File: config.mk
export PLATFORM = sky130hd
export DESIGN_NAME = seg7_scroll_scan_ctrl_flat
export DESIGN_NICKNAME = d
export VERILOG_FILES = /design/src/rtl/seg7_scroll_scan_ctrl_if.sv /design/src/rtl/seg7_scroll_scan_ctrl.sv /design/src/flat_wrapper.sv
export SDC_FILE = /design/constraint.sdc
export NUM_CORES = 1
export LEC_CHECK = 0
export ABC_AREA = 1
export CAP_MARGIN = 20
export CORE_MARGIN = 2
export CORE_UTILIZATION = 60
export DETAILED_ROUTE_END_ITERATION = 10
export PLACE_DENSITY_LB_ADDON = 0.05
export REMOVE_ABC_BUFFERS = 1
export SLEW_MARGIN = 5
export SYNTH_ARGS = -nofsm -noshare
export SYNTH_HDL_FRONTEND = slang
export SYNTH_SLANG_ARGS = --single-unit
export TNS_END_PERCENT = 30
File: constraint.sdc
create_clock -name clk -period 8 [get_ports clk]
set_input_delay 2.4 -clock clk [delete_from_list [all_inputs] [get_ports clk]]
set_output_delay 2.4 -clock clk [all_outputs]
set_load 0.03 [all_outputs]
File: src/rtl/seg7_scroll_scan_ctrl_if.sv
// -----------------------------------------------------------------------------
// seg7_scroll_scan_ctrl_if
//   Message-side bus of the 7-segment scroll/scan controller: character
//   writes into the message buffer plus the live length and scroll control.
//
//   wr_en      1  write wr_data into buffer entry wr_addr this cycle
//   wr_addr    4  buffer index to write
//   wr_data    5  character code
//   msg_len    5  active message length (values above 16 behave as 16)
//   scroll_en  1  1 = scroll offset advances at scroll boundaries
//
//   master : user logic that composes the message
//   slave  : the display controller
// -----------------------------------------------------------------------------
interface seg7_scroll_scan_ctrl_if;
   logic       wr_en;
   logic [3:0] wr_addr;
   logic [4:0] wr_data;
   logic [4:0] msg_len;
   logic       scroll_en;

   modport master (output wr_en, wr_addr, wr_data, msg_len, scroll_en);
   modport slave  (input  wr_en, wr_addr, wr_data, msg_len, scroll_en);
endinterface

File: src/rtl/seg7_scroll_scan_ctrl.sv
// -----------------------------------------------------------------------------
// seg7_scroll_scan_ctrl
//   Digit-multiplexing and scrolling scheduler for the 8-digit common-anode
//   7-segment display. Each digit owns a slot of TICK_DIV cycles; the first
//   BLANK_CYC cycles of a slot keep every anode off so cathodes can change
//   without ghosting. A 16-entry character buffer is scrolled across the
//   digits, one position every SCROLL_FRAMES complete frames.
//
//   clk          system clock
//   rst          synchronous reset, active-high
//   bus          message bus (slave side): writes, length, scroll enable
//   AN[7:0]      anodes, active-low, AN[0] = rightmost digit
//   Ca[7:0]      cathodes, active-low, {dp,g,f,e,d,c,b,a}
//   frame_start  one-cycle pulse as the digit-0 slot begins
// -----------------------------------------------------------------------------
module seg7_scroll_scan_ctrl #(
   parameter int TICK_DIV      = 100000,
   parameter int BLANK_CYC     = 2000,
   parameter int SCROLL_FRAMES = 64,
   parameter int MSG_DEPTH     = 16
) (
   input  logic                          clk,
   input  logic                          rst,
   seg7_scroll_scan_ctrl_if.slave        bus,
   output logic [7:0]                    AN,
   output logic [7:0]                    Ca,
   output logic                          frame_start
);

   localparam int CNT_W = (TICK_DIV > 1) ? $clog2(TICK_DIV) : 1;
   localparam int FR_W  = (SCROLL_FRAMES > 1) ? $clog2(SCROLL_FRAMES) : 1;

   localparam logic [CNT_W-1:0] CNT_LAST  = CNT_W'(TICK_DIV - 1);
   localparam logic [CNT_W-1:0] BLANK_END = CNT_W'(BLANK_CYC);
   localparam logic [FR_W-1:0]  FR_LAST   = FR_W'(SCROLL_FRAMES - 1);
   localparam logic [4:0]       CODE_BLANK = 5'd17;

   typedef enum logic {
      PH_BLANK,
      PH_DRIVE
   } phase_e;

   localparam phase_e PH_RESET = (BLANK_CYC > 0) ? PH_BLANK : PH_DRIVE;

   // Character code -> active-low segment pattern, decimal point always off.
   function automatic logic [7:0] seg7_encode(input logic [4:0] code);
      logic [7:0] seg;
      case (code)
         5'd0:    seg = 8'hC0;
         5'd1:    seg = 8'hF9;
         5'd2:    seg = 8'hA4;
         5'd3:    seg = 8'hB0;
         5'd4:    seg = 8'h99;
         5'd5:    seg = 8'h92;
         5'd6:    seg = 8'h82;
         5'd7:    seg = 8'hF8;
         5'd8:    seg = 8'h80;
         5'd9:    seg = 8'h90;
         5'd10:   seg = 8'h88;
         5'd11:   seg = 8'h83;
         5'd12:   seg = 8'hC6;
         5'd13:   seg = 8'hA1;
         5'd14:   seg = 8'h86;
         5'd15:   seg = 8'h8E;
         5'd16:   seg = 8'hBF;   // '-'
         5'd18:   seg = 8'hAB;   // 'n'
         default: seg = 8'hFF;   // blank
      endcase
      return seg;
   endfunction

   // Scan / scroll state
   phase_e            phase;
   logic [CNT_W-1:0]  cnt;
   logic [2:0]        digit;
   logic [FR_W-1:0]   frame_cnt;
   logic [3:0]        offset;
   logic [4:0]        msg_buf [MSG_DEPTH];

   // Combinational helpers
   logic [CNT_W-1:0]  cnt_next;
   logic              slot_end;
   logic              frame_end;
   logic [4:0]        msg_l;
   logic [2:0]        pos_k;
   logic [4:0]        sum_raw;
   logic [4:0]        sum_w1;
   logic [4:0]        sum_w2;
   logic [4:0]        char_code;

   assign slot_end  = (cnt == CNT_LAST);
   assign frame_end = slot_end && (digit == 3'd7);
   assign cnt_next  = slot_end ? '0 : cnt + 1'b1;

   assign msg_l = (bus.msg_len > 5'd16) ? 5'd16 : bus.msg_len;

   // Digit 7 is the leftmost position (k = 0).
   assign pos_k = ~digit;

   // (offset + k) mod L for L in 9..16: the sum never exceeds 22, so two
   // conditional subtractions cover it even when offset is stale (>= L).
   assign sum_raw = {1'b0, offset} + {2'b00, pos_k};
   assign sum_w1  = (sum_raw >= msg_l) ? sum_raw - msg_l : sum_raw;
   assign sum_w2  = (sum_w1  >= msg_l) ? sum_w1  - msg_l : sum_w1;

   // NOTE: every signal assigned in always_comb gets a default first, so no
   // path leaves it unassigned and no latch is inferred.
   always_comb begin
      char_code = CODE_BLANK;
      if (msg_l > 5'd8) begin
         char_code = msg_buf[sum_w2[3:0]];
      end else if ({2'b00, pos_k} < msg_l) begin
         char_code = msg_buf[{1'b0, pos_k}];
      end
   end

   // NOTE: state and registered outputs use non-blocking assignments so every
   // register samples the pre-edge values of its sources.
   always_ff @(posedge clk) begin
      if (rst) begin
         phase       <= PH_RESET;
         cnt         <= '0;
         digit       <= '0;
         frame_cnt   <= '0;
         offset      <= '0;
         AN          <= 8'hFF;
         Ca          <= 8'hFF;
         frame_start <= 1'b0;
         // NOTE: the message buffer is reset because a freshly reset display
         // must show blanks, not whatever the flops powered up with.
         for (int i = 0; i < MSG_DEPTH; i++) begin
            msg_buf[i] <= CODE_BLANK;
         end
      end else begin
         // A write lands at this edge; the outputs below still use the old
         // entry because char_code was formed from pre-edge buffer contents.
         if (bus.wr_en) begin
            msg_buf[bus.wr_addr] <= bus.wr_data;
         end

         cnt   <= cnt_next;
         phase <= (cnt_next < BLANK_END) ? PH_BLANK : PH_DRIVE;

         if (slot_end) begin
            digit <= digit + 3'd1;
         end

         if (frame_end) begin
            frame_cnt <= (frame_cnt == FR_LAST) ? '0 : frame_cnt + 1'b1;
            // Short or shrunken messages pull the offset back to the start;
            // otherwise it only moves on a scroll boundary.
            if (msg_l <= 5'd8 || {1'b0, offset} >= msg_l) begin
               offset <= '0;
            end else if (frame_cnt == FR_LAST && bus.scroll_en) begin
               offset <= ({1'b0, offset} + 5'd1 == msg_l) ? 4'd0 : offset + 4'd1;
            end
         end

         // Outputs reflect this cycle's slot position.
         frame_start <= (cnt == '0) && (digit == 3'd0);
         if (phase == PH_BLANK) begin
            AN <= 8'hFF;
            Ca <= 8'hFF;
         end else begin
            AN <= ~(8'h01 << digit);
            Ca <= seg7_encode(char_code);
         end
      end
   end

endmodule
File: src/flat_wrapper.sv
// flat-port wrapper written by rule: the top's interface ports become plain ports
module seg7_scroll_scan_ctrl_flat 
#(
   parameter int TICK_DIV      = 100000,
   parameter int BLANK_CYC     = 2000,
   parameter int SCROLL_FRAMES = 64,
   parameter int MSG_DEPTH     = 16
)
  (clk, rst, AN, Ca, frame_start, bus_wr_en, bus_wr_addr, bus_wr_data, bus_msg_len, bus_scroll_en);
  seg7_scroll_scan_ctrl_if bus_i ();
  input  logic clk;
  input  logic rst;
  output logic [7:0] AN;
  output logic [7:0] Ca;
  output logic frame_start;
  input wire logic [$bits(bus_i.wr_en)-1:0] bus_wr_en;
  input wire logic [$bits(bus_i.wr_addr)-1:0] bus_wr_addr;
  input wire logic [$bits(bus_i.wr_data)-1:0] bus_wr_data;
  input wire logic [$bits(bus_i.msg_len)-1:0] bus_msg_len;
  input wire logic [$bits(bus_i.scroll_en)-1:0] bus_scroll_en;
  assign bus_i.wr_en = bus_wr_en;
  assign bus_i.wr_addr = bus_wr_addr;
  assign bus_i.wr_data = bus_wr_data;
  assign bus_i.msg_len = bus_msg_len;
  assign bus_i.scroll_en = bus_scroll_en;
  seg7_scroll_scan_ctrl #(.TICK_DIV(TICK_DIV), .BLANK_CYC(BLANK_CYC), .SCROLL_FRAMES(SCROLL_FRAMES), .MSG_DEPTH(MSG_DEPTH)) u_core (.clk(clk), .rst(rst), .bus(bus_i), .AN(AN), .Ca(Ca), .frame_start(frame_start));
endmodule
==> results.py, run 1 <==
metrics = {
    "power_and_ir_drop": {
        "sw_frac_of_total_pct": 30.4,
        "cellLeakagePower_nw": 3.68,
        "power_switching_mw": 0.581,
        "p_comb_share_pct": 21.0,
        "p_clk_share_pct": 40.5,
        "p_seq_share_pct": 38.5,
        "irDropWorstVdd_v": 0.000201,
        "power.density_mw_per_mm2": 221,
        "internal_power_mw": 1.33,
        "p_total_mw": 1.91,
    },
    "route": {
        "via_per_inst": 5.60,
        "wl_per_cell_um": 15.6,
        "detail-route-antenna-nets": 0,
        "vias": 6732,
        "drt_pass1_iterations": 6,
        "first_iter_violations": 921,
        "drcViolationCount": 0,
        "wl_mm": 18.8,
    },
    "worst_setup_path": {
        "end_kind": "flip-flop",
        "r2r-end": "u_core.Ca[3]",
        "worstRegToRegCells": 34,
        "setup.worst_path.class": "in2reg",
        "timing.rr.start": "u_core.digit[2]",
        "worst_path_largest_cell_delay_ps": 540,
        "critPathMostFrequentCell": "nand2_1",
        "critPathMaxFanout": 34,
        "cp_data_required_time_ps": 8320,
        "critPathArrivalTime_ps": 7520,
        "slowest_stage": "clkdlybuf4s50_1",
        "start_kind": "input port",
        "ff2ff_setup_slack_ps": 1900,
    },
    "yosys": {
        "synth_warnings": 0,
        "synth_edf_count": 80,
        "syn-mean-instance-area_um2": 7.71,
        "yosysUniqueCellTypes": 48,
        "synth-main-ff-cell": "edfxtp_1",
        "synth_top_area_share_pct": 31.5,
        "netlist_area_mm2": 0.00763,
        "synthAdderAreaFrac_pct": 5.54,
        "synth_xor_xnor_area_share_pct": 1.95,
        "synth-simple-area-share_pct": 31.7,
        "ys_seq_area_share_pct": 43.8,
        "synthMuxAreaShare_pct": 0.131,
        "synth_compound_area_share_pct": 6.82,
        "ys_seq_elements": 127,
        "synthCells": 990,
        "netlist_top_cells_area": "edfxtp_1, dfxtp_1, nand2_1, nand3_1, inv_1",
        "synth_top_family_by_area": "simple AND/OR/NAND/NOR gates",
        "synth_top_area_cell": "edfxtp_1",
        "synthArstFlopShare_pct": 0,
    },
    "clock_tree": {
        "worstSkewPairLatency_ps": 420,
        "postCtsSetupRepairBufs": 0,
        "root_buffer": "clkbuf_16",
        "numCtsBuffers": 17,
        "cts_num_sinks": 127,
        "postCtsHoldBufs": 0,
        "htreeDepth": 4,
        "cts_tree": "yes",
        "clkTransAtPathRegs_ps": 60,
        "cts_buffer_depth": 2,
        "cts_resized": 0,
    },
    "finish": {
        "drive_gt1_share_pct": 7.66,
        "nFillCells": 1084,
        "final_util_pct": 69.0,
        "multi_input_area_mm2": 0.00352,
        "ff_latch_area_mm2": 0.00334,
        "final_area_mm2": 0.00864,
        "n_antenna_cell": 0,
        "syn_to_final_growth_pct": 13.2,
        "final_nets": 1068,
    },
    "grt": {
        "grt.overflow.total": 0,
        "grt_usage_pct": 29.2,
        "grt_max_degree": 36,
        "antenna_found_initial": 0,
        "grt_first_pass_wirelength_mm": 30.4,
        "grt_pass1_vias": 6075,
    },
    "floorplanning": {
        "die_w_um": 117,
        "start_util_pct": 61.0,
        "core_mm2": 0.0125,
        "die_area_mm2": 0.0136,
        "num_rows": 41,
        "chipHeight_um": 117,
        "io_pins": 35,
    },
    "sta": {
        "finalClockSkew_ps": 7.49,
        "setup_viol": 0,
        "min_period_ps": 7200,
        "rsz0062_at_grt": "no",
        "slew_headroom_pct": 50.4,
        "hold_violations": 0,
        "setup-tns-final_ps": 0,
        "finalMaxSlewViolations": 0,
        "tightest_slew_ps": 735,
        "min_period_over_period_pct": 90.0,
        "max_clock_freq_ghz": 0.139,
    },
    "flow_run": {
        "drv_cap": 0,
    },
    "hold_path": {
        "whs_endpoint": "u_core.cnt[0]",
        "holdCritPathClass": "reg2reg",
        "holdPathStages": 1,
        "hold_start": "u_core.cnt[0]",
    },
    "placed_design": {
        "hpwl_mm": 13.3,
        "post_dp_cell_area_mm2": 0.00804,
        "io_buffer_count": 33,
        "gp_congestion": 0.929,
    },
    "status": {
        "outcome": "finished, final reports clean",
    },
}
placed cells by master (no fill, tap or decap), types with 12 or more instances in the layout:
cell,Yosys,routed
a21oi_1,21,21
clkbuf_16,0,19
clkdlybuf4s50_1,0,33
dfxtp_1,47,47
edfxtp_1,80,80
ha_1,29,29
inv_1,140,140
nand2_1,236,236
nand3_1,129,129
nor2_1,120,120
nor3_1,15,15
o211ai_1,12,12
o21ai_0,27,27
synthesized netlist by cell type, types with 9 or more instances:
cell	number
a21oi_1	21
clkbuf_1	14
dfxtp_1	47
edfxtp_1	80
ha_1	29
inv_1	140
nand2_1	236
nand2_2	9
nand3_1	129
nand4_1	9
nor2_1	120
nor3_1	15
o211ai_1	12
o21ai_0	27
xor2_1	11
metrics by stage:
step / setup slack [ps] / hold slack, ps / instances
after CTS: 915 / 478 / 1203
after global routing: 339 / 507 / 1203
final: 799 / 478 / 1203
after floorplan: 1730 / 430 / 959
after global placement: 602 / 444 / 1171
after detailed placement: 496 / 465 / 1171
worst max-delay path by stage:
stage	from	end	slack, ps	cells after the start
6_report	bus_msg_len[4]	u_core.Ca[3]	800	31
5_1_grt	bus_msg_len[4]	u_core.Ca[3]	340	31
4_1_cts	bus_msg_len[4]	u_core.Ca[3]	910	31
3_5_place_dp	bus_msg_len[4]	u_core.Ca[3]	500	31
3_3_place_gp	bus_msg_len[4]	u_core.Ca[3]	600	31
2_1_floorplan	bus_msg_len[0]	u_core.Ca[2]	1730	29
power by group through the flow:
stage / clock (mW) / sequential, mW / combinational, mW
6_report: 0.773 / 0.734 / 0.402
3_3_place_gp: 0 / 0.747 / 0.390
5_1_grt: 0.812 / 0.736 / 0.447
2_1_floorplan: 0 / 0.742 / 0.291
4_1_cts: 0.779 / 0.734 / 0.394
3_5_place_dp: 0 / 0.747 / 0.392
metal layers:
layer / global-route usage (%) / wire length, um / up-vias
li1: - / - / 3278
met1: 42.8 / 8430 / 3111
met2: 43.9 / 8330 / 306
met3: 6.39 / 1630 / 37
met4: 8.16 / 378 / 0
met5: 0 / 0 / -
state kept, by name (all words and copies together), names as in the netlist:
signal / flops
u_core.frame_start: 1
u_core.cnt: 17
u_core.digit: 3
u_core.Ca: 7
u_core.phase: 1
u_core.AN: 8
u_core.msg_buf: 80
u_core.frame_cnt: 6
u_core.offset: 4
kinds of logic (layout without fill, tap and decap cells):
| kind of cell | after synthesis | after routing |
|---|---|---|
| other | 1 | 1 |
| multiplexers | 1 | 1 |
| adder cells (fa/ha/maj) | 32 | 32 |
| XOR/XNOR | 17 | 17 |
| AND/OR/NAND/NOR | 544 | 544 |
| buffers and inverters | 183 | 224 |
| AO/OA/AOI/OAI | 85 | 85 |
| flip-flops | 127 | 127 |
area by class of cell:
cell class              count  area share [%]
clock buffers              21            5.82
clock inverters            11            1.13
inverters                 152            6.61
multi-input cells         680            40.8
flip-flops and latches    127            38.7
well taps                 172            2.49
repair buffers             40            4.43
critical path, delay by kind of cell:
kind / cells / cell delay, ps
XOR/XNOR: 1 / 140
adder cells (fa/ha/maj): 2 / 760
buffers and inverters: 6 / 1030
AO/OA/AOI/OAI: 6 / 860
AND/OR/NAND/NOR: 16 / 2340
Note: power is estimated with default switching activity, not from simulation.
==> run 2: changes to the inputs <==
--- a/config.mk
+++ b/config.mk
@@ -8,10 +8,11 @@
 export ABC_AREA = 1
 export CAP_MARGIN = 20
 export CORE_MARGIN = 2
-export CORE_UTILIZATION = 60
+export CORE_UTILIZATION = 24
 export DETAILED_ROUTE_END_ITERATION = 10
 export PLACE_DENSITY_LB_ADDON = 0.05
 export REMOVE_ABC_BUFFERS = 1
+export SKIP_LAST_GASP = 1
 export SLEW_MARGIN = 5
 export SYNTH_ARGS = -nofsm -noshare
 export SYNTH_HDL_FRONTEND = slang
==> results.py, run 2 (synthesis gave the netlist of run 1 again) <==
metrics = {
    "clock_tree": {
        "cts_tree": "yes",
        "htreeDepth": 4,
        "cts_resized": 0,
        "worstSkewPairLatency_ps": 430,
        "root_buffer": "clkbuf_16",
        "postCtsHoldBufs": 0,
        "clkTransAtPathRegs_ps": 60,
        "postCtsSetupRepairBufs": 0,
        "numCtsBuffers": 17,
        "cts_num_sinks": 127,
        "cts_buffer_depth": 2,
    },
    "worst_setup_path": {
        "critPathArrivalTime_ps": 7310,
        "critical_path_buf_inv_count": 6,
        "critPathMostFrequentCell": "nand3_1",
        "setup.worst_path.class": "in2reg",
        "slowest_stage": "clkdlybuf4s50_1",
        "cp_top_family": "simple AND/OR/NAND/NOR gates",
        "end_kind": "flip-flop",
        "cp_data_required_time_ps": 8310,
        "worst_path_largest_cell_delay_ps": 560,
        "start_kind": "input port",
        "critPathMaxFanout": 34,
    },
    "power_and_ir_drop": {
        "power.density_mw_per_mm2": 215,
        "p_total_mw": 1.93,
        "cellLeakagePower_nw": 3.69,
        "irDropWorstVdd_v": 0.000118,
    },
    "route": {
        "vias": 6406,
        "detail-route-antenna-nets": 0,
        "via_per_inst": 4.45,
        "drt_pass1_iterations": 7,
        "wl_mm": 24.0,
        "drcViolationCount": 0,
        "first_iter_violations": 339,
        "wl_per_cell_um": 16.7,
    },
    "grt": {
        "grt_pass1_vias": 6463,
        "grt_usage_pct": 15.2,
        "antenna_found_initial": 0,
        "grt_max_degree": 37,
        "grt.overflow.total": 0,
        "grt_first_pass_wirelength_mm": 38.1,
    },
    "sta": {
        "worst_hold_slack_ps": 461,
        "fin_ws_ps": 1010,
        "hold_violations": 0,
        "min_period_over_period_pct": 87.4,
        "setup_viol": 0,
        "slew_headroom_pct": 36.5,
        "finalClockSkew_ps": 10.9,
        "tightest_slew_ps": 951,
        "rsz0062_at_grt": "no",
        "finalMaxSlewViolations": 0,
        "max_clock_freq_ghz": 0.143,
        "setup-tns-final_ps": 0,
        "min_period_ps": 6990,
    },
    "hold_path": {
        "holdCritPathClass": "reg2reg",
    },
    "status": {
        "outcome": "finished, final reports clean",
    },
    "placed_design": {
        "dp.cells": 1408,
        "hpwl_mm": 17.2,
        "gp_congestion": 0.779,
        "io_buffer_count": 33,
        "pre_cts_ws_ps": 557,
    },
    "finish": {
        "instances_no_fill": 1440,
        "reg.largest.list": "u_core.msg_buf x80, u_core.cnt x17, u_core.AN x8",
        "final_nets": 1075,
        "regMostFlops": "u_core.msg_buf",
        "nFillCells": 3409,
        "final_cell_mix": "nand2_1, inv_1, nand3_1",
        "largest_reg_flops": 80,
        "drive_gt1_share_pct": 8.09,
        "n_antenna_cell": 0,
        "syn_to_final_growth_pct": 17.3,
        "final_common_cell": "nand2_1",
    },
    "floorplanning": {
        "chipHeight_um": 182,
        "num_rows": 65,
        "die_area_mm2": 0.0332,
        "io_pins": 35,
        "start_util_pct": 24.3,
        "die_w_um": 182,
        "core_mm2": 0.0314,
    },
    "flow_run": {
        "drv_cap": 0,
    },
}
run 2: path summary, 6_finish.rpt:
| path | start | end | slack [ps] | cells past startpoint |
|---|---|---|---|---|
| setup / recovery | bus_msg_len[4] | u_core.Ca[0] | 1010 | 29 |
| hold / removal | u_core.cnt[0] | u_core.cnt[0] | 460 | 1 |
| setup reg to reg | u_core.digit[2] | u_core.Ca[0] | 1980 | 32 |
| hold reg to reg | u_core.cnt[0] | u_core.cnt[0] | 460 | 1 |
run 2: where the power goes:
group          internal (mW)  leakage (nW)  switching [mW]
Sequential             0.721          1.16          0.0125
Combinational          0.132          2.26           0.298
Clock                  0.457         0.273           0.307
run 2: stage by stage:
| stage | area (um2) | util (%) |
|---|---|---|
| detailed placement | 8380 | 26.7 |
| CTS | 8950 | 28.5 |
| finish | 8950 | 28.5 |
| global placement | 8380 | 26.7 |
| global route | 8950 | 28.5 |
| floorplan | 7440 | - |
run 2: layer usage:
layer  global-route usage [%]  routed length, um  part of all wire (%)
met1                     22.3              12700                    53
met2                     23.1              10400                    43
met3                     2.41                622                   2.6
met4                     4.26                294                   1.2
met5                        0                  0                     0
run 2: final cells by class:
cell class              instances  area [um2]  share of cell area [%]
flip-flops and latches        127        3340                    37.3
inverters                     152         571                    6.37
repair buffers                 47         435                    4.86
multi-input cells             680        3520                    39.4
clock buffers                  18         429                    4.79
clock inverters                14         145                    1.62
well taps                     402         503                    5.62
==> run 3: changes to the inputs <==
--- a/config.mk
+++ b/config.mk
@@ -5,7 +5,6 @@
 export SDC_FILE = /design/constraint.sdc
 export NUM_CORES = 1
 export LEC_CHECK = 0
-export ABC_AREA = 1
 export CAP_MARGIN = 20
 export CORE_MARGIN = 2
 export CORE_UTILIZATION = 24
==> constraint.sdc (replaced) <==
create_clock -name clk -period 8 [get_ports clk]
set_input_delay 1.6 -clock clk [delete_from_list [all_inputs] [get_ports clk]]
set_output_delay 1.6 -clock clk [all_outputs]
set_load 0.03 [all_outputs]
==> results.py, run 3 <==
metrics = {
    "sta": {
        "finalClockSkew_ps": 25.4,
        "worst_hold_slack_ps": 481,
        "min_period_over_period_pct": 89.8,
        "rsz0062_at_grt": "no",
        "setup_viol": 0,
        "finalMaxSlewViolations": 0,
        "fin_ws_ps": 817,
        "setup-tns-final_ps": 0,
        "hold_violations": 0,
        "min_period_ps": 7180,
        "max_clock_freq_ghz": 0.139,
        "tightest_slew_ps": 1030,
        "slew_headroom_pct": 30.8,
    },
    "worst_setup_path": {
        "worst_path_largest_cell_delay_ps": 510,
        "setup.worst_path.class": "in2reg",
        "r2r-end": "u_core.Ca[2]",
        "timing.rr.start": "u_core.digit[2]",
        "cp_data_required_time_ps": 8300,
        "worstRegToRegCells": 25,
        "slowest_stage": "o21ai_4",
        "worstPathCellList": "clkdlybuf4s50_1, inv_1, nand2_1, ha_1, a21oi_4, a2111oi_2, or2_4, nor2_1, inv_1, ha_1, nand2b_1, a31oi_2, o21ai_4, a21oi_2, nor2_2, buf_4, mux2_2, a211oi_1, o221ai_2, a2111oi_0, a31oi_1, nor3b_2",
        "critical_path_buf_inv_count": 4,
        "critPathArrivalTime_ps": 7480,
        "ff2ff_setup_slack_ps": 1220,
        "end_kind": "flip-flop",
        "start_kind": "input port",
        "cp_top_family": "compound AO/OA/AOI/OAI gates",
        "critPathMaxFanout": 18,
    },
    "route": {
        "detail-route-antenna-nets": 0,
        "wl_per_cell_um": 19.4,
        "drcViolationCount": 0,
        "wl_mm": 24.4,
        "first_iter_violations": 383,
        "vias": 6016,
        "via_per_inst": 4.78,
        "drt_pass1_iterations": 4,
    },
    "floorplanning": {
        "num_rows": 66,
        "die_area_mm2": 0.0342,
        "core_mm2": 0.0324,
        "chipHeight_um": 185,
        "start_util_pct": 24.3,
        "die_w_um": 185,
        "io_pins": 35,
    },
    "placed_design": {
        "gp_congestion": 0.870,
        "pre_cts_ws_ps": 335,
        "io_buffer_count": 33,
        "hpwl_mm": 18.8,
    },
    "yosys": {
        "synth-main-ff-cell": "edfxtp_1",
        "synth_top_area_cell": "edfxtp_1",
        "synth_edf_count": 80,
        "yosysUniqueCellTypes": 94,
        "synth_top_area_share_pct": 30.6,
        "netlist_area_mm2": 0.00786,
        "ys_seq_area_share_pct": 42.5,
        "netlist_top_cells_area": "edfxtp_1, dfxtp_1, ha_1, and2_1, mux4_2",
        "synthCells": 775,
        "synthArstFlopShare_pct": 0,
        "ys_seq_elements": 127,
        "syn-mean-instance-area_um2": 10.1,
        "yosysMostFrequentCell": "edfxtp_1",
        "synth_warnings": 0,
        "synth_common_cells": "edfxtp_1, nor2_1, and2_1, dfxtp_1, nand3_1",
    },
    "finish": {
        "multi_input_area_mm2": 0.00421,
        "n_antenna_cell": 0,
        "ff_latch_area_mm2": 0.00334,
        "final_nets": 854,
        "regMostFlops": "u_core.msg_buf",
        "reg.largest.list": "u_core.msg_buf x80, u_core.cnt x17, u_core.AN x8",
        "syn_to_final_growth_pct": 17.9,
        "largest_reg_flops": 80,
        "final_cell_mix": "edfxtp_1, nor2_1, and2_1",
        "final_util_pct": 28.6,
        "drive_gt1_share_pct": 14.0,
        "final_common_cell": "edfxtp_1",
        "nFillCells": 3374,
    },
    "clock_tree": {
        "root_buffer": "clkbuf_16",
        "cts_num_sinks": 127,
        "cts_tree": "yes",
        "postCtsSetupRepairBufs": 0,
        "postCtsHoldBufs": 0,
        "numCtsBuffers": 17,
        "worstSkewPairLatency_ps": 440,
        "htreeDepth": 4,
        "cts_resized": 0,
        "clkTransAtPathRegs_ps": 60,
        "cts_buffer_depth": 2,
    },
    "power_and_ir_drop": {
        "p_seq_share_pct": 39.0,
        "p_total_mw": 1.90,
        "p_clk_share_pct": 44.5,
        "internal_power_mw": 1.36,
        "power.density_mw_per_mm2": 205,
        "p_comb_share_pct": 16.5,
        "irDropWorstVdd_v": 0.000165,
        "sw_frac_of_total_pct": 28.4,
        "cellLeakagePower_nw": 3.24,
        "power_switching_mw": 0.541,
    },
    "grt": {
        "antenna_found_initial": 0,
        "grt_first_pass_wirelength_mm": 37.7,
        "grt.overflow.total": 0,
        "grt_usage_pct": 14.9,
        "grt_max_degree": 24,
        "grt_pass1_vias": 6200,
    },
    "hold_path": {
        "hold_start": "u_core.cnt[0]",
        "holdCritPathClass": "reg2reg",
        "holdPathStages": 1,
        "whs_endpoint": "u_core.cnt[0]",
    },
    "status": {
        "outcome": "finished, final reports clean",
    },
    "flow_run": {
        "drv_cap": 0,
    },
}
## run 3: cell families after synthesis
group                    after synthesis  synth area share, %
AO/OA/AOI/OAI                        147                 14.2
XOR/XNOR                              29                 3.33
adder cells (fa/ha/maj)               33                 5.52
buffers and inverters                 62                 3.90
flip-flops                           127                 42.5
multiplexers                          27                 5.98
other                                  1               0.0477
AND/OR/NAND/NOR                      349                 24.5
## run 3: worst max path at each step
stage	cells after the start	slack, ps	from	to
2_1_floorplan	20	1240	bus_msg_len[4]	u_core.Ca[2]
3_3_place_gp	23	560	bus_msg_len[4]	u_core.Ca[3]
3_5_place_dp	23	330	bus_msg_len[4]	u_core.Ca[3]
4_1_cts	23	790	bus_msg_len[4]	u_core.Ca[3]
5_1_grt	21	390	bus_msg_len[4]	u_core.Ca[2]
6_report	22	820	bus_msg_len[4]	u_core.Ca[2]
## run 3: worst register-to-register path, cell delays in order (launching register included)
cell and delay (ps):
dfxtp_1 290, buf_4 180, inv_1 340, ha_1 360, nor2b_1 140, o21ai_0 220
inv_1 100, ha_1 430, inv_1 160, nor2_1 250, a211oi_2 160, nor2_1 350
inv_1 220, ha_1 350, nand2b_1 120, a31oi_2 130, o21ai_4 510, a21oi_2 200
nor2_2 370, buf_4 240, mux2_2 350, a211oi_1 290, o221ai_2 190, a2111oi_0 420
a31oi_1 80, nor3b_2 180
## run 3: power groups by stage
stage	sequential (mW)	combinational, mW	clock [mW]
after detailed placement	0.757	0.314	0
after floorplan	0.743	0.211	0
after global routing	0.745	0.344	0.894
after CTS	0.743	0.315	0.867
after global placement	0.759	0.307	0
final	0.743	0.313	0.847
## run 3: stage by stage
| stage | std cells | cell area (um2) |
|---|---|---|
| 2_1_floorplan | 739 | 7650 |
| 3_3_place_gp | 1227 | 8630 |
| 3_5_place_dp | 1227 | 8630 |
| 4_1_cts | 1259 | 9270 |
| 5_1_grt | 1259 | 9270 |
| 6_report | 1259 | 9270 |
## run 3: routing by layer
layer	GRT usage (%)	up-vias	routed length (um)
li1	-	2935	-
met2	25.2	92	11700
met3	2.87	22	775
met1	19.4	2967	11600
met4	4.22	0	325
met5	0	-	0
## run 3: area by class of cell
cell class                 count  share of cell area [%]
clock buffer                  17                    4.59
clock inverter                15                    2.25
inverter                      26                    1.05
multi-input combinational    586                    45.4
sequential                   127                    36.1
tap                          442                    5.97
timing repair buffer          46                    4.62
